**src/rtl/alu_mdu_if.sv**
```systemverilog
// Request/response bundle between the EX stage and the ALU/MDU.
// The requester drives the op side; the unit drives handshake and results.
interface alu_mdu_if #(
    parameter int WIDTH = 32,
    parameter int SHW   = $clog2(WIDTH)
);
    logic             in_valid;
    logic             in_ready;
    logic [3:0]       op;
    logic [WIDTH-1:0] a;
    logic [WIDTH-1:0] b;
    logic [SHW-1:0]   shamt;
    logic             flush;
    logic             out_valid;
    logic [WIDTH-1:0] result;
    logic             zero;
    logic [WIDTH-1:0] hi;
    logic [WIDTH-1:0] lo;
    logic             busy;

    modport master (
        output in_valid, op, a, b, shamt, flush,
        input  in_ready, out_valid, result, zero, hi, lo, busy
    );

    modport slave (
        input  in_valid, op, a, b, shamt, flush,
        output in_ready, out_valid, result, zero, hi, lo, busy
    );
endinterface

```
**src/rtl/alu_mdu.sv**
```systemverilog
// EX-stage ALU with an iterative multiply/divide unit and HI/LO registers.
// Single-cycle ops return next cycle; MD ops stall in_ready until DONE.
module alu_mdu #(
    parameter int WIDTH = 32,
    parameter int SHW   = $clog2(WIDTH)
) (
    input logic clk,
    input logic rst,
    alu_mdu_if.slave bus
);
    localparam int CW = SHW + 1;

    typedef enum logic [1:0] {IDLE, MUL, DIV, DONE} state_t;

    state_t             state_q, state_d;
    logic [CW-1:0]      cnt_q, cnt_d;
    logic [2*WIDTH-1:0] acc_q, acc_d;
    logic [WIDTH-1:0]   mb_q, mb_d;
    logic               negq_q, negq_d;
    logic               negr_q, negr_d;
    logic               dz_q, dz_d;
    logic               ov_q, ov_d;
    logic [WIDTH-1:0]   res_q, res_d;
    logic [WIDTH-1:0]   hi_q, hi_d;
    logic [WIDTH-1:0]   lo_q, lo_d;

    logic               accept, sgn, dge;
    logic [WIDTH-1:0]   alu_r, ma, mb, dsub, quo, rem;
    logic [WIDTH:0]     madd, dtry;
    logic [2*WIDTH-1:0] mul_nx, div_nx, prod;

    assign bus.in_ready  = (state_q == IDLE) || (state_q == DONE);
    assign bus.busy      = ~bus.in_ready;
    assign bus.out_valid = ov_q;
    assign bus.result    = res_q;
    assign bus.zero      = (res_q == '0);
    assign bus.hi        = hi_q;
    assign bus.lo        = lo_q;

    assign accept = bus.in_valid & bus.in_ready & ~bus.flush;
    assign sgn    = (bus.op == 4'hC) || (bus.op == 4'hE);
    assign ma     = (sgn && bus.a[WIDTH-1]) ? -bus.a : bus.a;
    assign mb     = (sgn && bus.b[WIDTH-1]) ? -bus.b : bus.b;

    // Shift-add: low half holds the unconsumed multiplier bits.
    assign madd   = {1'b0, acc_q[2*WIDTH-1:WIDTH]}
                  + (acc_q[0] ? {1'b0, mb_q} : '0);
    assign mul_nx = {madd, acc_q[WIDTH-1:1]};
    assign prod   = negq_q ? -mul_nx : mul_nx;

    // Restoring step: remainder in the high half, quotient shifts in low.
    assign dtry   = {acc_q[2*WIDTH-1:WIDTH], acc_q[WIDTH-1]};
    assign dge    = dtry >= {1'b0, mb_q};
    assign dsub   = dtry[WIDTH-1:0] - mb_q;
    assign div_nx = {dge ? dsub : dtry[WIDTH-1:0], acc_q[WIDTH-2:0], dge};
    assign quo    = negq_q ? -div_nx[WIDTH-1:0] : div_nx[WIDTH-1:0];
    assign rem    = negr_q ? -div_nx[2*WIDTH-1:WIDTH]
                           : div_nx[2*WIDTH-1:WIDTH];

    always_comb begin
        alu_r = '0;
        unique case (bus.op)
            4'h0: alu_r = bus.a + bus.b;
            4'h1: alu_r = bus.a - bus.b;
            4'h2: alu_r = bus.a & bus.b;
            4'h3: alu_r = bus.a | bus.b;
            4'h4: alu_r = bus.a ^ bus.b;
            4'h5: alu_r = ~(bus.a | bus.b);
            4'h6: alu_r = {{(WIDTH-1){1'b0}},
                           $signed(bus.a) < $signed(bus.b)};
            4'h7: alu_r = {{(WIDTH-1){1'b0}}, bus.a < bus.b};
            4'h8: alu_r = bus.b << bus.shamt;
            4'h9: alu_r = bus.b >> bus.shamt;
            4'hA: alu_r = $signed(bus.b) >>> bus.shamt;
            4'hB: alu_r = {bus.b[WIDTH/2-1:0], {(WIDTH/2){1'b0}}};
            default: alu_r = '0;
        endcase
    end

    always_comb begin
        state_d = state_q;
        cnt_d   = cnt_q;
        acc_d   = acc_q;
        mb_d    = mb_q;
        negq_d  = negq_q;
        negr_d  = negr_q;
        dz_d    = dz_q;
        ov_d    = 1'b0;
        res_d   = res_q;
        hi_d    = hi_q;
        lo_d    = lo_q;
        case (state_q)
            IDLE, DONE: begin
                state_d = IDLE;
                if (accept) begin
                    if (bus.op[3:2] != 2'b11) begin
                        res_d = alu_r;
                        ov_d  = 1'b1;
                    end else begin
                        cnt_d  = CW'(WIDTH);
                        acc_d  = {{WIDTH{1'b0}}, ma};
                        mb_d   = mb;
                        negq_d = sgn & (bus.a[WIDTH-1] ^ bus.b[WIDTH-1]);
                        negr_d = sgn & bus.a[WIDTH-1];
                        dz_d   = 1'b0;
                        if (!bus.op[1]) begin
                            state_d = MUL;
                        end else begin
                            state_d = DIV;
                            // Divide by zero: one dummy step, raw a kept for hi.
                            if (bus.b == '0) begin
                                dz_d   = 1'b1;
                                cnt_d  = CW'(1);
                                acc_d  = {{WIDTH{1'b0}}, bus.a};
                                negq_d = 1'b0;
                                negr_d = 1'b0;
                            end
                        end
                    end
                end
            end
            MUL: begin
                acc_d = mul_nx;
                cnt_d = cnt_q - CW'(1);
                if (cnt_q == CW'(1)) begin
                    state_d = DONE;
                    ov_d    = 1'b1;
                    res_d   = '0;
                    hi_d    = prod[2*WIDTH-1:WIDTH];
                    lo_d    = prod[WIDTH-1:0];
                end
            end
            DIV: begin
                acc_d = div_nx;
                cnt_d = cnt_q - CW'(1);
                if (cnt_q == CW'(1)) begin
                    state_d = DONE;
                    ov_d    = 1'b1;
                    res_d   = '0;
                    hi_d    = dz_q ? acc_q[WIDTH-1:0] : rem;
                    lo_d    = dz_q ? '1 : quo;
                end
            end
            default: state_d = IDLE;
        endcase
        if (bus.flush) begin
            state_d = IDLE;
            cnt_d   = '0;
            ov_d    = 1'b0;
            res_d   = res_q;
            hi_d    = hi_q;
            lo_d    = lo_q;
        end
    end

    always_ff @(posedge clk or posedge rst) begin
        if (rst) begin
            state_q <= IDLE;
            cnt_q   <= '0;
            acc_q   <= '0;
            mb_q    <= '0;
            negq_q  <= 1'b0;
            negr_q  <= 1'b0;
            dz_q    <= 1'b0;
            ov_q    <= 1'b0;
            res_q   <= '0;
            hi_q    <= '0;
            lo_q    <= '0;
        end else begin
            state_q <= state_d;
            cnt_q   <= cnt_d;
            acc_q   <= acc_d;
            mb_q    <= mb_d;
            negq_q  <= negq_d;
            negr_q  <= negr_d;
            dz_q    <= dz_d;
            ov_q    <= ov_d;
            res_q   <= res_d;
            hi_q    <= hi_d;
            lo_q    <= lo_d;
        end
    end
endmodule

```
**src/flat_wrapper.sv**
```systemverilog
// flat-port wrapper written by rule: the top's interface ports become plain ports
module alu_mdu_flat 
#(
    parameter int WIDTH = 32,
    parameter int SHW   = $clog2(WIDTH)
)
  (clk, rst, bus_in_valid, bus_op, bus_a, bus_b, bus_shamt, bus_flush, bus_in_ready, bus_out_valid, bus_result, bus_zero, bus_hi, bus_lo, bus_busy);
  alu_mdu_if #(.WIDTH(WIDTH), .SHW(SHW)) bus_i ();
  input logic clk;
  input logic rst;
  input wire logic [$bits(bus_i.in_valid)-1:0] bus_in_valid;
  input wire logic [$bits(bus_i.op)-1:0] bus_op;
  input wire logic [$bits(bus_i.a)-1:0] bus_a;
  input wire logic [$bits(bus_i.b)-1:0] bus_b;
  input wire logic [$bits(bus_i.shamt)-1:0] bus_shamt;
  input wire logic [$bits(bus_i.flush)-1:0] bus_flush;
  output wire logic [$bits(bus_i.in_ready)-1:0] bus_in_ready;
  output wire logic [$bits(bus_i.out_valid)-1:0] bus_out_valid;
  output wire logic [$bits(bus_i.result)-1:0] bus_result;
  output wire logic [$bits(bus_i.zero)-1:0] bus_zero;
  output wire logic [$bits(bus_i.hi)-1:0] bus_hi;
  output wire logic [$bits(bus_i.lo)-1:0] bus_lo;
  output wire logic [$bits(bus_i.busy)-1:0] bus_busy;
  assign bus_i.in_valid = bus_in_valid;
  assign bus_i.op = bus_op;
  assign bus_i.a = bus_a;
  assign bus_i.b = bus_b;
  assign bus_i.shamt = bus_shamt;
  assign bus_i.flush = bus_flush;
  assign bus_in_ready = bus_i.in_ready;
  assign bus_out_valid = bus_i.out_valid;
  assign bus_result = bus_i.result;
  assign bus_zero = bus_i.zero;
  assign bus_hi = bus_i.hi;
  assign bus_lo = bus_i.lo;
  assign bus_busy = bus_i.busy;
  alu_mdu #(.WIDTH(WIDTH), .SHW(SHW)) u_core (.clk(clk), .rst(rst), .bus(bus_i));
endmodule
```
**config.mk**
```make
export PLATFORM = sky130hd
export DESIGN_NAME = alu_mdu_flat
export DESIGN_NICKNAME = d
export VERILOG_FILES = /design/src/rtl/alu_mdu_if.sv /design/src/rtl/alu_mdu.sv /design/src/flat_wrapper.sv
export SDC_FILE = /design/constraint.sdc
export NUM_CORES = 2
export LEC_CHECK = 0
export BUFFER_PORTS_ARGS = -buffer_cell sky130_fd_sc_hd__buf_2
export CAP_MARGIN = 10
export CORE_ASPECT_RATIO = 1.4
export CORE_MARGIN = 3
export CORE_UTILIZATION = 40
export CTS_BUF_LIST = sky130_fd_sc_hd__clkbuf_8
export DETAILED_ROUTE_END_ITERATION = 10
export GPL_TIMING_DRIVEN = 0
export PLACE_DENSITY = 0.56
export SLEW_MARGIN = 20
export SYNTH_ARGS = -nofsm -noshare
export SYNTH_HDL_FRONTEND = slang
export SYNTH_SLANG_ARGS = --single-unit
```
**constraint.sdc**
```tcl
create_clock -name clk -period 6.3 [get_ports clk]
set_input_delay 0.63 -clock clk [delete_from_list [all_inputs] [get_ports clk]]
set_output_delay 0.63 -clock clk [all_outputs]
set_load 0.03 [all_outputs]
```
# Word level (Yosys, flattened, before mapping)
# Index checks and enable logic that the tools add are counted.
dict set report totals {
  word_cells 130
  ff_bits 204
  inputBits 77
  out_inout_bits 100
}
dict set report op_classes {
  reduce_logical 16
  bitwise 12
  muxes 48
  n_eq_ne 27
  add_sub_neg 10
  n_lt_le_gt_ge 3
  shift 3
}
# op count
set ops {}
lappend ops {{two-way mux 32 bit} 16}
lappend ops {{one-hot mux 32 bit (12 select lines)} 1}
lappend ops {{two-way mux 64 bit} 4}
lappend ops {{one-hot mux 32 bit (2 select lines)} 3}
lappend ops {{one-hot mux 64 bit (3 select lines)} 1}
lappend ops {{negation 32 bit} 4}
lappend ops {{logical NOT 32 bit} 2}
lappend ops {{< comparator 32 bit} 2}
lappend ops {{negation 64 bit} 1}
lappend ops {{subtractor 32 bit} 2}
lappend ops {{adder 32 x 33 -> 33 bit} 1}
lappend ops {{>= comparator 33 x 32 -> 1 bit} 1}
lappend ops {{adder 32 bit} 1}
lappend ops {{bitwise AND 32 bit} 1}
lappend ops {{inverter 32 bit} 1}
lappend ops {{bitwise OR 32 bit} 1}
lappend ops {{<< shifter 32 x 5 -> 32 bit} 1}
lappend ops {{right shift 32 x 5 -> 32 bit} 1}
lappend ops {{>>> shifter 32 x 5 -> 32 bit} 1}
lappend ops {{XOR 32 bit} 1}
lappend ops {{two-way mux 6 bit} 5}
lappend ops {{equality test 4 bit (second input constant)} 6}
lappend ops {{equality test 4 x 3 -> 1 bit (second input constant)} 4}
lappend ops {{one-hot mux 6 bit (2 select lines)} 1}
lappend ops {{other kinds (27)} 57}

# Depth between registers and ports, before layout
dict set report depth {
  depth_word 9
  ltp_mapped 26
  mapped_depth_nobuf 21
}

# Worst setup path after synthesis
# OpenSTA, ideal clock, no wires.
dict set report synth_path {
  kind {flip-flop to flip-flop}
  startpoint {register u_core.acc_q[43]}
  endpoint {register u_core.hi_q[30] (netlist: u_core.bus.hi[30])}
  period_less_slack_ns 5.538
  setup_time_ns 0.087
  arrival_ns 5.451
  path_stages_with_launch 23
  required_ns 6.213
  n_path_buf 5
  slack_ns 0.762
  path_cell_list {dfrtp_1 > ha_1 > clkbuf_1 > nand2_1 > o21ai_0 > a31oi_1 > o22ai_1 > or2_1 > clkbuf_1 > buf_1 > clkbuf_1 > clkbuf_1 > a21oi_1 > inv_1 > ha_1 > and3_1 > a31oi_1 > or4_1 > nand4bb_1 > o41ai_1 > xor2_1 > mux2i_1 > o211ai_1}
}
dict set report synth_between {
  elab_chain_len 7
  elab_cells_between_ends 12
  cone_classes {4 x add/sub; 1 x order compare; 7 x mux}
}
# item line
set synth_rtl {}
lappend synth_rtl {{from (decl)} alu_mdu.sv:17} ;# logic [2*WIDTH-1:0] acc_q, acc_d;
lappend synth_rtl {{from (signal assigned)} alu_mdu.sv:160} ;# acc_q <= '0;
lappend synth_rtl {{from (signal assigned)} alu_mdu.sv:172} ;# acc_q <= acc_d;
lappend synth_rtl {{subtractor 32 bit / >= comparator 33 x 32 -> 1 bit (equally long branches)} {alu_mdu.sv:54, alu_mdu.sv:53}}
lappend synth_rtl {{two-way mux 32 bit} alu_mdu.sv:55} ;# assign div_nx = {dge ? dsub : dtry[WIDTH-1:0], acc_q[WIDTH-2:0], dge};
lappend synth_rtl {{negation 32 bit} alu_mdu.sv:57} ;# assign rem = negr_q ? -div_nx[2*WIDTH-1:WIDTH]
lappend synth_rtl {{two-way mux 32 bit} alu_mdu.sv:57}
lappend synth_rtl {{two-way mux 32 bit} alu_mdu.sv:140} ;# hi_d = dz_q ? acc_q[WIDTH-1:0] : rem;
lappend synth_rtl {{two-way mux 32 bit} alu_mdu.sv:136} ;# if (cnt_q == CW'(1)) begin
lappend synth_rtl {{one-hot mux 32 bit (2 select lines) *} alu_mdu.sv:92} ;# case (state_q)
lappend synth_rtl {{to (signal assigned)} alu_mdu.sv:179} ;# hi_q <= hi_d;
lappend synth_rtl {{to (decl)} alu_mdu.sv:24} ;# logic [WIDTH-1:0] hi_q, hi_d;
# Every way passes the cells marked *; elsewhere a longest branch is shown, timed or not. The select of a mux whose other input is x is not followed.
# A chain may end at the register's enable or synchronous reset.

# Final worst setup path
dict set report layout_path {
  startpoint {input bus_b[2]}
  endpoint {register u_core.res_q[30] (netlist: u_core.bus.result[30])}
}
dict set report layout_between {
  elab_chain_len 5
  elab_cells_between_ends 9
  cone_classes {2 x add/sub; 3 x shift; 4 x mux}
}
# item line
set layout_rtl {}
lappend layout_rtl {{from (decl)} flat_wrapper.sv:14} ;# input wire logic [$bits(bus_i.b)-1:0] bus_b;
lappend layout_rtl {{subtractor 32 bit (tied with other cells)} alu_mdu.sv:64} ;# 4'h1: alu_r = bus.a - bus.b;
lappend layout_rtl {{one-hot mux 32 bit (12 select lines) *} alu_mdu.sv:62} ;# unique case (bus.op)
lappend layout_rtl {{two-way mux 32 bit *} alu_mdu.sv:96} ;# if (bus.op[3:2] != 2'b11) begin
lappend layout_rtl {{two-way mux 32 bit *} alu_mdu.sv:95} ;# if (accept) begin
lappend layout_rtl {{one-hot mux 32 bit (2 select lines) *} alu_mdu.sv:92}
lappend layout_rtl {{to (signal assigned)} alu_mdu.sv:178} ;# res_q <= res_d;
lappend layout_rtl {{to (decl)} alu_mdu.sv:23} ;# logic [WIDTH-1:0] res_q, res_d;
# Marks and branches as above.

==> flow_metrics.env <==
export IMPL_initial_utilization=0.405
export IMPL_drtPass1Iterations=7
export IMPL_power_share_clock=0.125
export IMPL_cp_start_kind="input port"
export IMPL_p_total_uw=11900
export IMPL_fin_hold_ws_ns=0.353
export IMPL_switching_power_uw=6800
export IMPL_setup_viol=0
export IMPL_clk_latency_ns=0.68
export IMPL_finalClockSkew_ns=0.0712
export IMPL_crit_fanout=9
export IMPL_holdCritStartpoint="bus_a[0]"
export IMPL_ios=177
export IMPL_critPathRequiredTime_ns=6.88
export IMPL_ff2ff_path_depth=17
export IMPL_cts_tree="done"
export IMPL_hold_depth=3
export IMPL_ys_ff_latch=204
export IMPL_antenna_found_initial=4
export IMPL_leakagePower_uw=0.0120
export IMPL_avgSynthCellArea_sq_um=7.14
export IMPL_drive_gt1_frac=0.0885
export IMPL_yosysWarnings=0
export IMPL_r2r_slack_ns=0.28
export IMPL_vias_per_cell=6.52
export IMPL_max_freq_mhz=160
export IMPL_timing_rr_end="u_core.bus.hi[31]"
export IMPL_pre_cts_slack_ns=-1.70
export IMPL_finalHoldViolCount=0
export IMPL_num_rows=110
export IMPL_worst_setup_path_type="input port to flop"
export IMPL_dp_hpwl_microns=114000
export IMPL_synthCells=3650
export IMPL_switching_share=0.573
export IMPL_grt_max_degree=92
export IMPL_p_int_uw=5070
export IMPL_grt_pass1_vias=30300
export IMPL_status="completed"
export IMPL_root_buffer="clkbuf_8"
export IMPL_wirelength_microns=142000
export IMPL_track_usage=0.401
export IMPL_syn_area_sq_um=26100
export IMPL_dr_first_iter_drc_count=3651
export IMPL_whs_endpoint="u_core.acc_q[0]"
export IMPL_ys_seq_area_frac=0.196
export IMPL_chipWidth_microns=222
export IMPL_cp_data_arrival_time_ns=6.81
export IMPL_synth_edf_count=0
export IMPL_gp_congestion=1.08
export IMPL_maxCapViolCount=0
export IMPL_drc_errors=0
export IMPL_place_area_sq_um=28100
export IMPL_numPortBuffers=174
export IMPL_wl_per_cell_microns=30.0
export IMPL_period_share=0.989
export IMPL_area_growth_pct=11.3
export IMPL_worst_slack_ns=0.0671
export IMPL_ir_drop_mv=0.284
export IMPL_synth_cell_type_count=87
export IMPL_overflow=0
export IMPL_async_flop_share=1.00
export IMPL_num_fill_cells=6940
export IMPL_worstMarginPinSlew_ns=1.24
export IMPL_worstReg2RegStart="u_core.acc_q[0]"
export IMPL_cellPowerDensity_nw_per_um2=409
export IMPL_cts_sinks=204
export IMPL_ant_nets=0
export IMPL_drv_slew=0
export IMPL_fin_nets=4118
export IMPL_vias=30900
export IMPL_combPwrFrac=0.698
export IMPL_period_minus_slack_ns=6.23
export IMPL_final_area_sq_um=29000
export IMPL_clkTransAtPathRegs_ns=0.06
export IMPL_clk_path_buf_depth=3
export IMPL_grt_pass1_wl_microns=205000
export IMPL_syn_nets=3900
export IMPL_cts_buffers=40
export IMPL_fin_util=0.451
export IMPL_pwr_share_seq=0.177
export IMPL_slew_headroom=0.163
export IMPL_fp_dieArea_sq_um=68300
export IMPL_synth_ff_type="dfrtp_1"
export IMPL_multi_input_area_sq_um=19200
export IMPL_end_kind="flop"
export IMPL_hp_class="input port to flop"
export IMPL_core_sq_um=64400
export IMPL_rsz0062_at_grt="false"
export IMPL_die_h_microns=308
export IMPL_htreeDepth=2
export IMPL_ff_latch_area_sq_um=5110
==> metal layers <==
metal | up-vias | GRT usage | wire length, microns
met5 | - | 0 | 17
met1 | 14700 | 0.442 | 50400
met4 | 2 | 0.388 | 17700
met3 | 630 | 0.0530 | 9760
li1 | 13800 | - | -
met2 | 1765 | 0.660 | 64200
==> worst max-delay path by stage <==
| stage | startpoint | endpoint | depth (start not counted) |
|---|---|---|---|
| after CTS | u_core.acc_q[39] | u_core.bus.hi[30] | 22 |
| after global placement | rst | u_core.mb_q[23] | 2 |
| final | bus_b[2] | u_core.bus.result[30] | 16 |
| after global routing | u_core.acc_q[45] | u_core.bus.hi[30] | 22 |
| after detailed placement | u_core.acc_q[31] | u_core.bus.hi[30] | 23 |
| after floorplan | rst | u_core.acc_q[0] | 1 |
==> per-stage QoR <==
step,cells,setup TNS [ns]
floorplan,3650,0
global placement,4664,-591.78
detailed placement,4669,-15.79
CTS,4741,0
global route,4740,0
finish,4742,0
==> logic make-up after synthesis <==
family,share of synthesized area
mux,0.0550
flops,0.196
fa+ha+maj,0.0842
compound gates,0.320
buf+inv,0.0697
xor+xnor,0.0722
simple gates,0.204
==> sequential cells by signal, summed over array words and instances, names as in the netlist <==
signal	count
u_core.acc_q	64
u_core.bus.hi	32
u_core.bus.lo	32
u_core.bus.result	32
u_core.mb_q	32
u_core.cnt_q	6
u_core.state_q	2
u_core.bus.out_valid	1
u_core.dz_q	1
u_core.negq_q	1
u_core.negr_q	1
==> power by group through the flow <==
stage | clock network (uW) | logic, uW | registers, uW
floorplan | 0 | 5060 | 2230
global placement | 0 | 7990 | 2090
detailed placement | 0 | 8020 | 2100
CTS | 1500 | 8060 | 2090
global route | 1550 | 8810 | 2130
finish | 1480 | 8290 | 2100
==> cells in the final DEF (no fill, tap or decap), drive strengths merged, types with 14 or more instances in the layout <==
master / synthesis / final
nand2: 403 / 403
nor2: 377 / 377
a21oi: 370 / 370
o21ai: 351 / 351
clkbuf: 260 / 301
buf: 38 / 219
dfrtp: 204 / 204
inv: 172 / 187
xnor2: 176 / 176
ha: 169 / 169
nor3: 85 / 85
o31ai: 66 / 66
a221oi: 61 / 61
mux2i: 59 / 59
nand3: 56 / 56
o22ai: 50 / 50
or3: 42 / 42
a211oi: 42 / 42
o211ai: 39 / 39
xor2: 39 / 39
nand4: 37 / 37
a21o: 36 / 36
mux4: 35 / 35
a31oi: 33 / 33
nor4: 31 / 31
a22oi: 25 / 25
a22o: 22 / 22
o21bai: 22 / 22
nand2b: 22 / 22
a2111oi: 22 / 22
and2: 19 / 19
and3: 18 / 18
o21a: 18 / 18
nor2b: 17 / 17
o41ai: 17 / 17
or4: 15 / 15
a221o: 14 / 14
==> cells in the mapped netlist, types with 9 or more instances <==
cell type | number | area (sq um)
o211ai_1 | 39 | 293
o21bai_1 | 22 | 165
nor3_1 | 84 | 420
a21oi_1 | 370 | 1850
nand2b_1 | 22 | 138
a22o_1 | 22 | 193
and2_1 | 19 | 119
or3_1 | 40 | 250
nand3_1 | 56 | 280
clkbuf_1 | 258 | 968
a221oi_1 | 61 | 534
xnor2_1 | 176 | 1540
inv_1 | 169 | 634
nor2_1 | 377 | 1420
o21a_1 | 18 | 135
o41ai_1 | 17 | 149
o31ai_1 | 66 | 495
mux2i_1 | 59 | 591
buf_1 | 29 | 109
nand4_1 | 37 | 231
nor4_1 | 31 | 194
nor2b_1 | 17 | 106
and3_1 | 18 | 113
nor3b_1 | 11 | 82.6
dfrtp_1 | 204 | 5100
a22oi_1 | 25 | 188
nand2_1 | 403 | 1510
xor2_1 | 39 | 342
ha_1 | 169 | 2110
or4_1 | 11 | 82.6
a31oi_1 | 33 | 206
a311oi_1 | 12 | 105
mux4_2 | 35 | 788
o22ai_1 | 50 | 313
a211oi_1 | 42 | 315
a2111oi_0 | 22 | 193
or2_2 | 10 | 62.6
a211o_1 | 12 | 105
a221o_1 | 14 | 140
a21o_1 | 36 | 270
a41oi_1 | 9 | 78.8
o221ai_1 | 13 | 114
o21ai_1 | 15 | 75.1
o21ai_0 | 336 | 1680
==> critical path, cell delays in order <==
cell and delay [ns]:
buf_2 0.12, clkbuf_1 0.58, inv_1 0.38, ha_1 0.44, a21o_1 0.20, a21oi_1 0.31
o21ai_0 0.20, a2111oi_0 0.95, o221ai_1 0.46, a311oi_1 0.61, o21ai_1 0.26, a211oi_1 0.57
o31ai_1 0.24, a2111oi_0 0.51, nor3_1 0.12, a211oi_1 0.22
==> cell type report <==
cell class                 instances  share of cell area
sequential                       204               0.176
tap                              840              0.0362
buffer                           293              0.0393
inverter                         179              0.0235
clock buffer                      47              0.0223
timing repair buffer             181              0.0333
multi-input combinational       2969               0.663
antenna                            3            0.000259
clock inverter                    26             0.00672
==> what timing repair did <==
item | CTS | global route
hold buffers | 1 | 0
endpoints found under the setup margin | 18 | 13
setup buffers | 1 | 0
pin swaps | 1 | 0
endpoints found under the hold margin | 31 | 0
gates resized for setup | 11 | 12
Power figures use the tool's default switching activity.
